[src/rtl/ptmch_spi_seq.sv]
// SPI_CLK-domain frame sequencer: splits a flash frame into instruction,
// address and page-program data phases with held fields and a byte toggle.
module ptmch_spi_seq #(
  parameter int unsigned P_ADDR_BYTES = 3,
  parameter int unsigned P_MAX_DATA   = 256
) (
  input  logic                      SPI_CLK,
  input  logic                      c_spi_reset_n,
  input  logic                      SPI_MOSI,
  output logic [7:0]                INST_CODE,
  output logic                      INST_VLD,
  output logic [2:0]                CMD_CLASS,
  output logic [8*P_ADDR_BYTES-1:0] ADDR,
  output logic                      ADDR_VLD,
  output logic [7:0]                DATA_BYTE,
  output logic                      DATA_TGL,
  output logic [8:0]                BYTE_CNT,
  output logic                      OVF,
  output logic [1:0]                PHASE
);

  localparam int unsigned AW = 8 * P_ADDR_BYTES;
  localparam logic [8:0]  MAX_C  = 9'(P_MAX_DATA);
  localparam logic [2:0]  LAST_A = 3'(P_ADDR_BYTES - 1);

  typedef enum logic [1:0] {
    S_INST = 2'd0,
    S_ADDR = 2'd1,
    S_DATA = 2'd2,
    S_IGN  = 2'd3
  } state_t;

  typedef enum logic [2:0] {
    C_NONE = 3'd0,
    C_PP   = 3'd1,
    C_READ = 3'd2,
    C_WREN = 3'd3,
    C_WRDI = 3'd4,
    C_RDSR = 3'd5,
    C_SE   = 3'd6,
    C_BE   = 3'd7
  } cls_t;

  function automatic cls_t decode(input logic [7:0] op);
    cls_t c;
    unique case (op)
      8'h02:   c = C_PP;
      8'h03:   c = C_READ;
      8'h06:   c = C_WREN;
      8'h04:   c = C_WRDI;
      8'h05:   c = C_RDSR;
      8'h20:   c = C_SE;
      8'hD8:   c = C_BE;
      default: c = C_NONE;
    endcase
    return c;
  endfunction

  state_t          state_q, state_d;
  logic [2:0]      bc_q, bc_d;
  logic [6:0]      shift_q, shift_d;
  logic [2:0]      acnt_q, acnt_d;
  logic [7:0]      inst_q, inst_d;
  logic            ivld_q, ivld_d;
  cls_t            cls_q, cls_d;
  logic [AW-1:0]   addr_q, addr_d;
  logic            avld_q, avld_d;
  logic [7:0]      dbyte_q, dbyte_d;
  logic            tgl_q, tgl_d;
  logic [8:0]      cnt_q, cnt_d;
  logic            ovf_q, ovf_d;

  logic            done;
  logic [7:0]      byte_w;
  cls_t            dec_w;

  assign done   = (bc_q == 3'd7);
  assign byte_w = {shift_q, SPI_MOSI};
  assign dec_w  = decode(byte_w);

  always_ff @(posedge SPI_CLK or negedge c_spi_reset_n) begin
    if (!c_spi_reset_n) begin
      state_q <= S_INST;
      bc_q    <= '0;
      shift_q <= '0;
      acnt_q  <= '0;
      inst_q  <= '0;
      ivld_q  <= 1'b0;
      cls_q   <= C_NONE;
      addr_q  <= '0;
      avld_q  <= 1'b0;
      dbyte_q <= '0;
      tgl_q   <= 1'b0;
      cnt_q   <= '0;
      ovf_q   <= 1'b0;
    end else begin
      state_q <= state_d;
      bc_q    <= bc_d;
      shift_q <= shift_d;
      acnt_q  <= acnt_d;
      inst_q  <= inst_d;
      ivld_q  <= ivld_d;
      cls_q   <= cls_d;
      addr_q  <= addr_d;
      avld_q  <= avld_d;
      dbyte_q <= dbyte_d;
      tgl_q   <= tgl_d;
      cnt_q   <= cnt_d;
      ovf_q   <= ovf_d;
    end
  end

  always_comb begin
    state_d = state_q;
    bc_d    = bc_q;
    shift_d = shift_q;
    acnt_d  = acnt_q;
    inst_d  = inst_q;
    ivld_d  = ivld_q;
    cls_d   = cls_q;
    addr_d  = addr_q;
    avld_d  = avld_q;
    dbyte_d = dbyte_q;
    tgl_d   = tgl_q;
    cnt_d   = cnt_q;
    ovf_d   = ovf_q;

    if (state_q != S_IGN) begin
      bc_d    = bc_q + 3'd1;
      shift_d = {shift_q[5:0], SPI_MOSI};
    end

    unique case (state_q)
      S_INST: begin
        if (done) begin
          inst_d = byte_w;
          ivld_d = 1'b1;
          cls_d  = dec_w;
          if (dec_w == C_PP || dec_w == C_READ ||
              dec_w == C_SE || dec_w == C_BE)
            state_d = S_ADDR;
          else
            state_d = S_IGN;
        end
      end
      S_ADDR: begin
        if (done) begin
          addr_d = {addr_q[AW-9:0], byte_w};
          acnt_d = acnt_q + 3'd1;
          if (acnt_q == LAST_A) begin
            avld_d  = 1'b1;
            state_d = (cls_q == C_PP) ? S_DATA : S_IGN;
          end
        end
      end
      S_DATA: begin
        if (done) begin
          dbyte_d = byte_w;
          tgl_d   = ~tgl_q;
          // Count saturates at a full page; extra bytes only flag overflow
          if (cnt_q < MAX_C) cnt_d = cnt_q + 9'd1;
          else               ovf_d = 1'b1;
        end
      end
      S_IGN: ;
      default: ;
    endcase
  end

  assign INST_CODE = inst_q;
  assign INST_VLD  = ivld_q;
  assign CMD_CLASS = cls_q;
  assign ADDR      = addr_q;
  assign ADDR_VLD  = avld_q;
  assign DATA_BYTE = dbyte_q;
  assign DATA_TGL  = tgl_q;
  assign BYTE_CNT  = cnt_q;
  assign OVF       = ovf_q;
  assign PHASE     = state_q;

endmodule

[config.mk]
export PLATFORM = sky130hd
export DESIGN_NAME = ptmch_spi_seq
export DESIGN_NICKNAME = d
export VERILOG_FILES = /design/src/rtl/ptmch_spi_seq.sv
export SDC_FILE = /design/constraint.sdc
export NUM_CORES = 1
export LEC_CHECK = 0
export ABC_AREA = 1
export CAP_MARGIN = 20
export CELL_PAD_IN_SITES_DETAIL_PLACEMENT = 1
export CELL_PAD_IN_SITES_GLOBAL_PLACEMENT = 1
export CORE_AREA = 4 4 94 119
export CTS_BUF_LIST = sky130_fd_sc_hd__clkbuf_4
export CTS_CLUSTER_SIZE = 16
export DETAILED_ROUTE_END_ITERATION = 7
export DIE_AREA = 0 0 98 123
export PLACE_DENSITY = 0.73
export SYNTH_ARGS = -nofsm -noshare
export SYNTH_HDL_FRONTEND = slang
export SYNTH_SLANG_ARGS = --single-unit
[constraint.sdc]
create_clock -name SPI_CLK -period 3.9 [get_ports SPI_CLK]
set_clock_uncertainty 0.05 [all_clocks]
set_input_delay 0.39 -clock SPI_CLK [delete_from_list [all_inputs] [get_ports SPI_CLK]]
set_output_delay 0.39 -clock SPI_CLK [all_outputs]
set_load 0.02 [all_outputs]
# Yosys cells after proc, flatten, opt, wreduce, memory -nomap -nowiden
# Cells that the tools add are included.
# classes
n_addsub	3
order_cmp	1
eq_ne	20
n_mux	7
bitwise_logic	2
n_reduce_logical	12
# ops
op	n
8-bit by 3-bit == test with 1-bit output (second input constant)	3
3-bit one-hot mux with 7 select lines	1
8-bit by 2-bit == test with 1-bit output (second input constant)	2
9-bit by 1-bit adder with 9-bit output (second input constant)	1
3-bit == test (second input constant)	3
9-bit less-than comparator (second input constant)	1
3-bit AND reduction	3
8-bit by 6-bit == test with 1-bit output (second input constant)	1
8-bit == test (second input constant)	1
2-bit two-way mux	4
2-bit inequality test (second input constant)	4
3-bit by 1-bit adder with 3-bit output (second input constant)	2
3-bit by 1-bit == test with 1-bit output (second input constant)	2
3-bit by 2-bit == test with 1-bit output (second input constant)	2
2-bit AND reduction	3
2-bit one-hot mux with 2 select lines	1
4-bit AND reduction	1
1-bit logical OR	3
2-bit by 1-bit == test with 1-bit output (second input constant)	1
2-bit == test (second input constant)	1
2-bit zero test	1
1-bit inverter	2
2-bit nonzero test	1
1-bit two-way mux	1
# word_totals
ff_bits	71
inputBits	3
out_inout_bits	58
elab_cells	58

# Longest topological paths before layout
# Gate-level depths: netlist of the first run.
# logic_depth
ltp_word	9
ltp_mapped	9
mapped_depth_nobuf	9

# Worst setup path before layout of the first run
# OpenSTA, ideal clock, no wires.
# synth_timing
path_kind	reg2reg
from	reg bc_q[0]
to	reg ivld_q, in the netlist INST_VLD
arrival_time_ps	1378
required_time_ps	3726
slack_ps	2348
stages_incl_launch_ff	8
synth_period_minus_slack_ps	1552
path_cell_list	dfrtp_1 > ha_1 > ha_1 > inv_1 > nor2_2 > nand2_2 > clkinv_2 > or2_1
# synth_between
elab_chain_cells	2
# synth_lines
element	line_no	source
start: declaration	60	logic [2:0] bc_q, bc_d;
start signal: assignment	84	bc_q <= '0;
start signal: assignment	98	bc_q <= bc_d;
3-bit == test	77	assign done = (bc_q == 3'd7);
2-bit AND reduction (no source line)	-	
end signal: assignment	102	ivld_q <= ivld_d;
end: declaration	64	logic ivld_q, ivld_d;
# Every way passes these cells.
# A chain may end at the register's enable or synchronous reset.

# Worst setup path in the final report of the first run
# layout_timing
from	reg state_q[1], in the netlist PHASE[1]
to	out PHASE[1]
# layout_lines
element	line_no	source
start: declaration	59	state_t state_q, state_d;
start signal: assignment	97	state_q <= state_d;
end: declaration	19	output logic [1:0] PHASE
# No word-level cell between the ends.

==> flow_summary.yaml, run 1 <==
critical_path:
  end_kind: "output port"
  crit_chain: "clkdlybuf4s50_1"
  slowest_delay_ns: 0.70
  start_kind: "flop"
  cp.arrival_ns: 1.68
  critPathSlowestCell: "clkdlybuf4s50_1"
  critPathMaxFanout: 7
  setup.worst_path.class: "reg -> out"
  crit_family: "buffers and inverters"
  required_ns: 3.46
  cp_num_buf_inv: 1
synthesis:
  seq_area_frac_synth_pct: 59.81
  netlist_top_cells_area: "dfrtp_1 60%, nand2_1 13%, o21ai_0 5.1%"
  synth_cells: 307
  synth.distinct_cells: 30
  syn_area_um2: 2970
  synth_warnings: 0
  synth_nets: 315
  postSynthAreaPerCell_um2: 9.675
  ys_seq_elements: 71
  yosysTopAreaCellShare_pct: 59.81
  synth_top_cell_by_area: "dfrtp_1"
final_layout:
  regArea_um2: 1777
  fill_cells: 1159
  area_delta_synth_final_pct: 28.39
  final_net_count: 380
  final_layout_size_suffix_gt1_share_pct: 9.309
  final_core_util_pct: 38.12
  multi_input_area_um2: 1040
sta:
  tns_ns: 0
  finalHoldViolations: 0
  rsz0062_at_grt: "no"
  fin_crit_sh_pct: 54.25
  period_minus_slack_ns: 2.116
  relSlewSlack_pct: 51.48
  worst_pin_slew_ns: 0.7277
  whs_ns: 0.4342
  slew_violations: 0
  fmax_ghz: 0.4727
  fin_ws_ns: 1.784
  setup_violations: 0
grt:
  grt_max_degree: 41
  overflow: 0
  grt_use_total_pct: 12.09
  first_global_vias: 2314
  grt_pass1_wl_um: 11480
  antenna_found_initial: 1
power_and_ir_drop:
  power_frac_clock_pct: 35.6
  p_int_uw: 953.0
  vdd_drop_max_mv: 0.1122
  swShare_pct: 23.51
  power_switching_uw: 292.9
  power_frac_comb_pct: 4.2
  p_leak_uw: 0.001764
  sequentialPowerShare_pct: 60.2
  pwr_density_cell_nw_per_um2: 326.7
place:
  post-place-ws_ns: 1.865
  port_buffers: 60
  hpwlAfterDp_um: 5183
  gp_congestion: 0.8302
clock_network:
  clk_latency_ns: 0.42
  clockBufferDepth: 2
  ctsResizeCount: 0
  h-tree-depth: 3
  cts-root-buf: "clkbuf_4"
  cts_tree: "yes"
  cts.clk_slew.worst_paths_ns: 0.11
  cts_sinks: 71
  cts_buffers: 9
routing:
  drc: 0
  wirelength_um: 6977
  drt_iter0_markers: 97
  viasPerCell: 4.506
  vias: 2280
  drtAntennaViolNets: 0
  firstDrtPassIters: 4
  wire_per_inst_um: 13.79
floorplanning:
  fp.coreArea_um2: 10000
  die-height_um: 123
  die-area_um2: 12050
  rows: 41
  initial_core_util_pct: 29.69
  ios: 61
  die_w_um: 98
hold_path:
  worstHoldPathType: "reg -> reg"
run:
  cap_violations: 0
run_status:
  outcome: "finished, final reports clean"
[synth_stat cells (all sizes together)]
cell / n
nand3b: 2
xnor2: 3
o21ai: 39
nand3: 5
buf: 8
and2: 1
or2: 1
nand2: 106
o21bai: 2
a21oi: 1
mux2: 2
nor2: 20
a31oi: 2
ha: 5
clkinv: 1
xor2: 8
nand4: 4
dfrtp: 71
inv: 24
nor3: 2
[layout make-up]
cell class	count	area share, %
Antenna cell	1	0.06562
Clock buffer	10	1.969
Clock inverter	5	1.312
Inverter	25	2.493
Multi-Input combinational cell	203	27.26
Sequential cell	71	46.59
Tap cell	129	4.232
Timing Repair Buffer	62	16.08
[cells by family after synthesis]
kind of cell | Yosys count | share of synthesized area, %
AOI/OAI and AO/OA | 44 | 8.677
xor gates and xnor gates | 11 | 3.244
adders and majority gates | 5 | 2.106
buffers and inverters | 33 | 5.181
DFF | 71 | 59.81
muxes | 2 | 0.7582
and+or+nand+nor | 141 | 20.22
[flip-flops by register name (all words and copies together) (netlist names)]
| register | count |
|---|---|
| DATA_TGL | 1 |
| INST_VLD | 1 |
| INST_CODE | 8 |
| ADDR | 24 |
| OVF | 1 |
| DATA_BYTE | 8 |
| PHASE | 2 |
| shift_q | 7 |
| bc_q | 3 |
| acnt_q | 3 |
| BYTE_CNT | 9 |
| ADDR_VLD | 1 |
| CMD_CLASS | 3 |
[what timing repair did]
item	4_1_cts	5_1_grt
buffers inserted	0	0
hold endpoints to repair	31	0
hold buffers	1	0
[per-stage QoR]
stage	instance area [um^2]	power, uW	std cells
finish	3814	1246	506
global route	3814	1304	506
CTS	3811	1265	505
detailed placement	3676	818.4	489
global placement	3676	816.3	489
floorplan	2970	783.5	307
[layout by cell type (no fill, tap or decap), types with 3 or more instances in the layout]
cell type          n
nand2_1          104
dfrtp_1           71
clkdlybuf4s50_1   59
o21ai_0           30
inv_1             22
nor2_1            18
clkbuf_4          10
o21ai_2            8
xor2_1             8
ha_1               5
nand3_1            4
nand4_1            3
xnor2_1            3
[power by group through the flow]
stage                     clock (uW)  combinational, uW  sequential, uW
after detailed placement           0               53.8             765
after floorplan                    0               15.0             769
after CTS                        461               54.5             750
after global routing             492               60.1             752
after global placement             0               52.0             764
final                            443               52.4             750
[routing by layer]
metal,GRT usage [%],wire length [um],share of wire (%)
met1,14.38,3045,44
met2,20.49,3490,50
met3,3.217,279,4.0
met5,0,0,0
met4,5.541,161,2.3
[worst reg2reg max path: stages, from the launching register on]
cell	delay [ns]
dfrtp_1	0.40
ha_1	0.16
ha_1	0.27
nand2_2	0.41
inv_2	0.39
nand2_1	0.11
xnor2_1	0.13
[worst paths after layout]
path	startpoint	endpoint	slack (ns)	depth (start not counted)
setup / recovery	PHASE[1]$_DFFE_PN0P_	PHASE[1]	1.78	1
hold / removal	ADDR_VLD$_DFFE_PN0P_	ADDR_VLD$_DFFE_PN0P_	0.43	1
setup reg to reg	bc_q[0]$_DFFE_PN0P_	acnt_q[2]$_DFFE_PN0P_	1.87	6
hold reg to reg	ADDR_VLD$_DFFE_PN0P_	ADDR_VLD$_DFFE_PN0P_	0.43	1
max in group asynchronous	c_spi_reset_n	ADDR[23]$_DFFE_PN0P_	2.32	3
min in group asynchronous	c_spi_reset_n	INST_CODE[2]$_DFFE_PN0P_	0.50	2
No activity file was read; power rests on OpenSTA's default activity.
==> run 2, diff against run 1 <==
==> constraint.sdc (replaced) <==
create_clock -name SPI_CLK -period 2.2 [get_ports SPI_CLK]
set_clock_uncertainty 0.05 [all_clocks]
set_input_delay 0.22 -clock SPI_CLK [delete_from_list [all_inputs] [get_ports SPI_CLK]]
set_output_delay 0.22 -clock SPI_CLK [all_outputs]
set_load 0.02 [all_outputs]
==> flow_summary.yaml, run 2 (synthesis gave the netlist of run 1 again) <==
critical_path:
  timing.rr.start: "bc_q[0]$_DFFE_PN0P_"
  start_kind: "flop"
  cp_num_cells: 1
  crit_family: "buffers and inverters"
  reg2reg_depth: 8
  slowest_delay_ns: 0.70
  critPathSlowestCell: "clkdlybuf4s50_1"
  r2r_end: "INST_CODE[7]$_DFFE_PN0P_"
  end_kind: "output port"
  critPathMaxFanout: 7
  required_ns: 1.93
  setup.worst_path.class: "reg -> out"
  cp_num_buf_inv: 1
  cp.arrival_ns: 1.69
  crit_chain: "clkdlybuf4s50_1"
  r2r_slack_ns: 0.55
clock_network:
  cts_sinks: 71
  clockBufferDepth: 2
  h-tree-depth: 3
  cts_buffers: 9
  hold_buffers: 1
  clk_latency_ns: 0.44
  cts_setup_buffers: 0
  ctsResizeCount: 0
  cts-root-buf: "clkbuf_4"
  cts.clk_slew.worst_paths_ns: 0.12
  cts_tree: "yes"
sta:
  rsz0062_at_grt: "no"
  period_minus_slack_ns: 1.957
  worst_pin_slew_ns: 0.5226
  fin_crit_sh_pct: 88.97
  fmax_ghz: 0.5109
  setup_violations: 0
  finalHoldViolations: 0
  tns_ns: 0
  slew_violations: 0
  relSlewSlack_pct: 65.08
routing:
  firstDrtPassIters: 4
  drtAntennaViolNets: 0
  wirelength_um: 6886
  drc: 0
  wire_per_inst_um: 13.53
  viasPerCell: 4.397
  drt_iter0_markers: 80
  vias: 2238
floorplanning:
  initial_core_util_pct: 29.69
  rows: 41
  die-height_um: 123
  die_w_um: 98
  fp.coreArea_um2: 10000
  ios: 61
  die-area_um2: 12050
final_layout:
  largest_reg_flops: 24
  regArea_um2: 1777
  final_layout_size_suffix_gt1_share_pct: 10.55
  final_net_count: 382
  area_delta_synth_final_pct: 30.12
  fill_cells: 1153
  final_cell_mix: "104 x nand2_1, 71 x dfrtp_1, 59 x clkdlybuf4s50_1"
  multi_input_area_um2: 1040
  layout_commonest_cell: "nand2_1"
grt:
  overflow: 0
  first_global_vias: 2343
  antenna_found_initial: 1
  grt_use_total_pct: 12.19
  grt_max_degree: 72
  grt_pass1_wl_um: 11460
run:
  cap_violations: 0
power_and_ir_drop:
  p_int_uw: 1706
  pwr_density_cell_nw_per_um2: 592.8
  power_switching_uw: 584.7
  vdd_drop_max_mv: 0.1965
  power_frac_clock_pct: 37.8
  p_leak_uw: 0.001780
  swShare_pct: 25.52
  power_frac_comb_pct: 4.1
  power_uw: 2291
  sequentialPowerShare_pct: 58.1
hold_path:
  worstHoldPathType: "in -> async"
place:
  port_buffers: 60
  hpwlAfterDp_um: 5113
  gp_congestion: 0.7819
run_status:
  outcome: "finished, final reports clean"
[run 2: changes by cell type in the layout (fill, tap and decap cells not counted), sizes merged]
cell	previous run	this run
buf	2	4
clkinv	4	2
clkinvlp	1	3
inv	24	26
clkbuf	10	9
[run 2: worst max path at each step]
stage                         start                  endpoint  slack (ns)
4_1_cts        PHASE[1]$_DFFE_PN0P_                  PHASE[1]        0.20
5_1_grt        PHASE[1]$_DFFE_PN0P_                  PHASE[1]        0.19
3_5_place_dp    bc_q[0]$_DFFE_PN0P_  DATA_BYTE[5]$_DFFE_PN0P_        0.51
2_1_floorplan   bc_q[0]$_DFFE_PN0P_      INST_VLD$_DFFE_PN0P_        0.65
3_3_place_gp    bc_q[0]$_DFFE_PN0P_       ADDR[4]$_DFFE_PN0P_        0.61
6_report       PHASE[1]$_DFFE_PN0P_                  PHASE[1]        0.24
[run 2: per-stage QoR]
step	cells	area (um^2)	util, %	setup slack, ns	hold slack (ns)
floorplan	307	2970	-	0.6479	-0.1256
global placement	491	3704	37.02	0.6050	0.2239
detailed placement	491	3704	37.02	0.5133	0.2312
CTS	508	3862	38.61	0.1964	0.2693
global route	509	3865	38.64	0.1912	0.3166
finish	509	3865	38.64	0.2427	0.2699
[run 2: area by class of cell]
type | instances | share of cell area (%)
clock buffer | 9 | 1.748
timing repair buffer | 64 | 16.57
sequential | 71 | 45.97
clock inverter | 7 | 2.104
inverter | 25 | 2.460
multi-input combinational | 203 | 26.90
tap | 129 | 4.176
antenna | 1 | 0.06475
[run 2: power groups by stage]
| stage | registers [uW] | clock network [uW] | logic [uW] |
|---|---|---|---|
| 6_report | 1330 | 866 | 94.7 |
| 5_1_grt | 1330 | 969 | 108 |
| 4_1_cts | 1330 | 905 | 98.6 |
| 3_5_place_dp | 1360 | 0 | 97.4 |
| 3_3_place_gp | 1350 | 0 | 95.0 |
| 2_1_floorplan | 1360 | 0 | 26.6 |
[run 2: layer usage]
metal | up-vias | wire [um] | track usage [%]
met3 | 13 | 264 | 2.032
met4 | 0 | 190 | 7.532
met5 | - | 0 | 0
li1 | 1104 | - | -
met2 | 46 | 3513 | 20.66
met1 | 1075 | 2918 | 14.48
==> run 3, diff against run 2 <==
--- a/config.mk
+++ b/config.mk
@@ -14,6 +14,7 @@
 export CTS_CLUSTER_SIZE = 16
 export DETAILED_ROUTE_END_ITERATION = 7
 export DIE_AREA = 0 0 98 123
+export MAX_ROUTING_LAYER = met4
 export PLACE_DENSITY = 0.73
 export SYNTH_ARGS = -nofsm -noshare
 export SYNTH_HDL_FRONTEND = slang
==> flow_summary.yaml, run 3 (synthesis gave the netlist of run 1 again) <==
critical_path:
  startpoint: "PHASE[1]$_DFFE_PN0P_"
  start_kind: "flop"
  crit_family: "buffers and inverters"
  timing.rr.start: "bc_q[0]$_DFFE_PN0P_"
  cp_num_cells: 1
  r2r_slack_ns: 0.55
  critPathMaxFanout: 7
  cp.arrival_ns: 1.69
  setup.worst_path.class: "reg -> out"
  slowest_delay_ns: 0.70
  r2r_end: "INST_CODE[3]$_DFFE_PN0P_"
  end_kind: "output port"
  crit_chain: "clkdlybuf4s50_1"
  critPathSlowestCell: "clkdlybuf4s50_1"
  cp_num_buf_inv: 1
  required_ns: 1.93
  reg2reg_depth: 8
  worstSetupEndpoint: "PHASE[1]"
hold_path:
  worstHoldPathType: "in -> async"
final_layout:
  final_layout_size_suffix_gt1_share_pct: 10.55
  largest_reg_flops: 24
  final_cell_mix: "104 x nand2_1, 71 x dfrtp_1, 59 x clkdlybuf4s50_1"
  area_delta_synth_final_pct: 30.12
  final_net_count: 382
  layout_commonest_cell: "nand2_1"
routing:
  firstDrtPassIters: 4
  drc: 0
  viasPerCell: 4.399
  wirelength_um: 6899
  drt_iter0_markers: 89
  wire_per_inst_um: 13.55
  drtAntennaViolNets: 0
  vias: 2239
clock_network:
  cts_tree: "yes"
  cts_sinks: 71
  cts_setup_buffers: 0
  cts.clk_slew.worst_paths_ns: 0.12
  h-tree-depth: 3
  clockBufferDepth: 2
  hold_buffers: 1
  cts_buffers: 9
  clk_latency_ns: 0.44
  cts-root-buf: "clkbuf_4"
  ctsResizeCount: 0
floorplanning:
  die_w_um: 98
  fp.coreArea_um2: 10000
  initial_core_util_pct: 29.69
  die-area_um2: 12050
  die-height_um: 123
  rows: 41
  ios: 61
power_and_ir_drop:
  power_uw: 2294
  p_leak_uw: 0.001780
  vdd_drop_max_mv: 0.1965
  pwr_density_cell_nw_per_um2: 593.6
grt:
  grt_max_degree: 72
  grt_use_total_pct: 12.53
  grt_pass1_wl_um: 11470
  antenna_found_initial: 1
  overflow: 0
  first_global_vias: 2344
sta:
  tns_ns: 0
  fin_crit_sh_pct: 88.93
  slew_violations: 0
  worst_pin_slew_ns: 0.5216
  setup_violations: 0
  finalHoldViolations: 0
  whs_ns: 0.2691
  fmax_ghz: 0.5111
  relSlewSlack_pct: 65.14
  period_minus_slack_ns: 1.956
  fin_ws_ns: 0.2436
  rsz0062_at_grt: "no"
run:
  cap_violations: 0
place:
  gp_congestion: 0.7927
  port_buffers: 60
  hpwlAfterDp_um: 5113
  post-place-ws_ns: 0.5133
run_status:
  outcome: "finished, final reports clean"
-- run 3: cell counts in the layout (fill, tap and decap cells not counted) --
Identical to the previous run, type by type.
-- run 3: worst min path at each step --
stage                               endpoint  slack (ns)  cells after the start
floorplan                ADDR[0]$_DFFE_PN0P_       -0.13                      0
global placement     BYTE_CNT[2]$_DFFE_PN0P_        0.22                      2
detailed placement   BYTE_CNT[2]$_DFFE_PN0P_        0.23                      2
CTS                    acnt_q[0]$_DFFE_PN0P_        0.27                      3
global route                 OVF$_DFFE_PN0P_        0.32                      3
finish              CMD_CLASS[2]$_DFFE_PN0P_        0.27                      3
-- run 3: power breakdown --
group / total [uW] / internal [uW] / switching, uW
clock: 869 / 358 / 511
sequential: 1330 / 1320 / 11.9
combinational: 94.7 / 29.5 / 65.2
-- run 3: stage by stage --
stage,instances,util [%],cell area (um^2)
floorplan,307,-,2970
global placement,491,37.02,3704
detailed placement,491,37.02,3704
CTS,508,38.61,3862
global route,509,38.64,3865
finish,509,38.64,3865
-- run 3: final cells by class --
class	count	area (um^2)
Fill cell	1153	6138
Antenna cell	1	2.502
Tap cell	129	161.4
Clock inverter	7	81.33
Timing Repair Buffer	64	640.6
Sequential cell	71	1777
Inverter	25	95.09
Multi-Input combinational cell	203	1040
Clock buffer	9	67.56
-- run 3: layer usage --
metal	global-route usage, %	share of wire [%]	up-vias
li1	-	-	1103
met1	14.62	42	1071
met2	20.61	51	50
met3	1.806	3.7	15
met4	7.532	2.6	0
met5	-	0	-
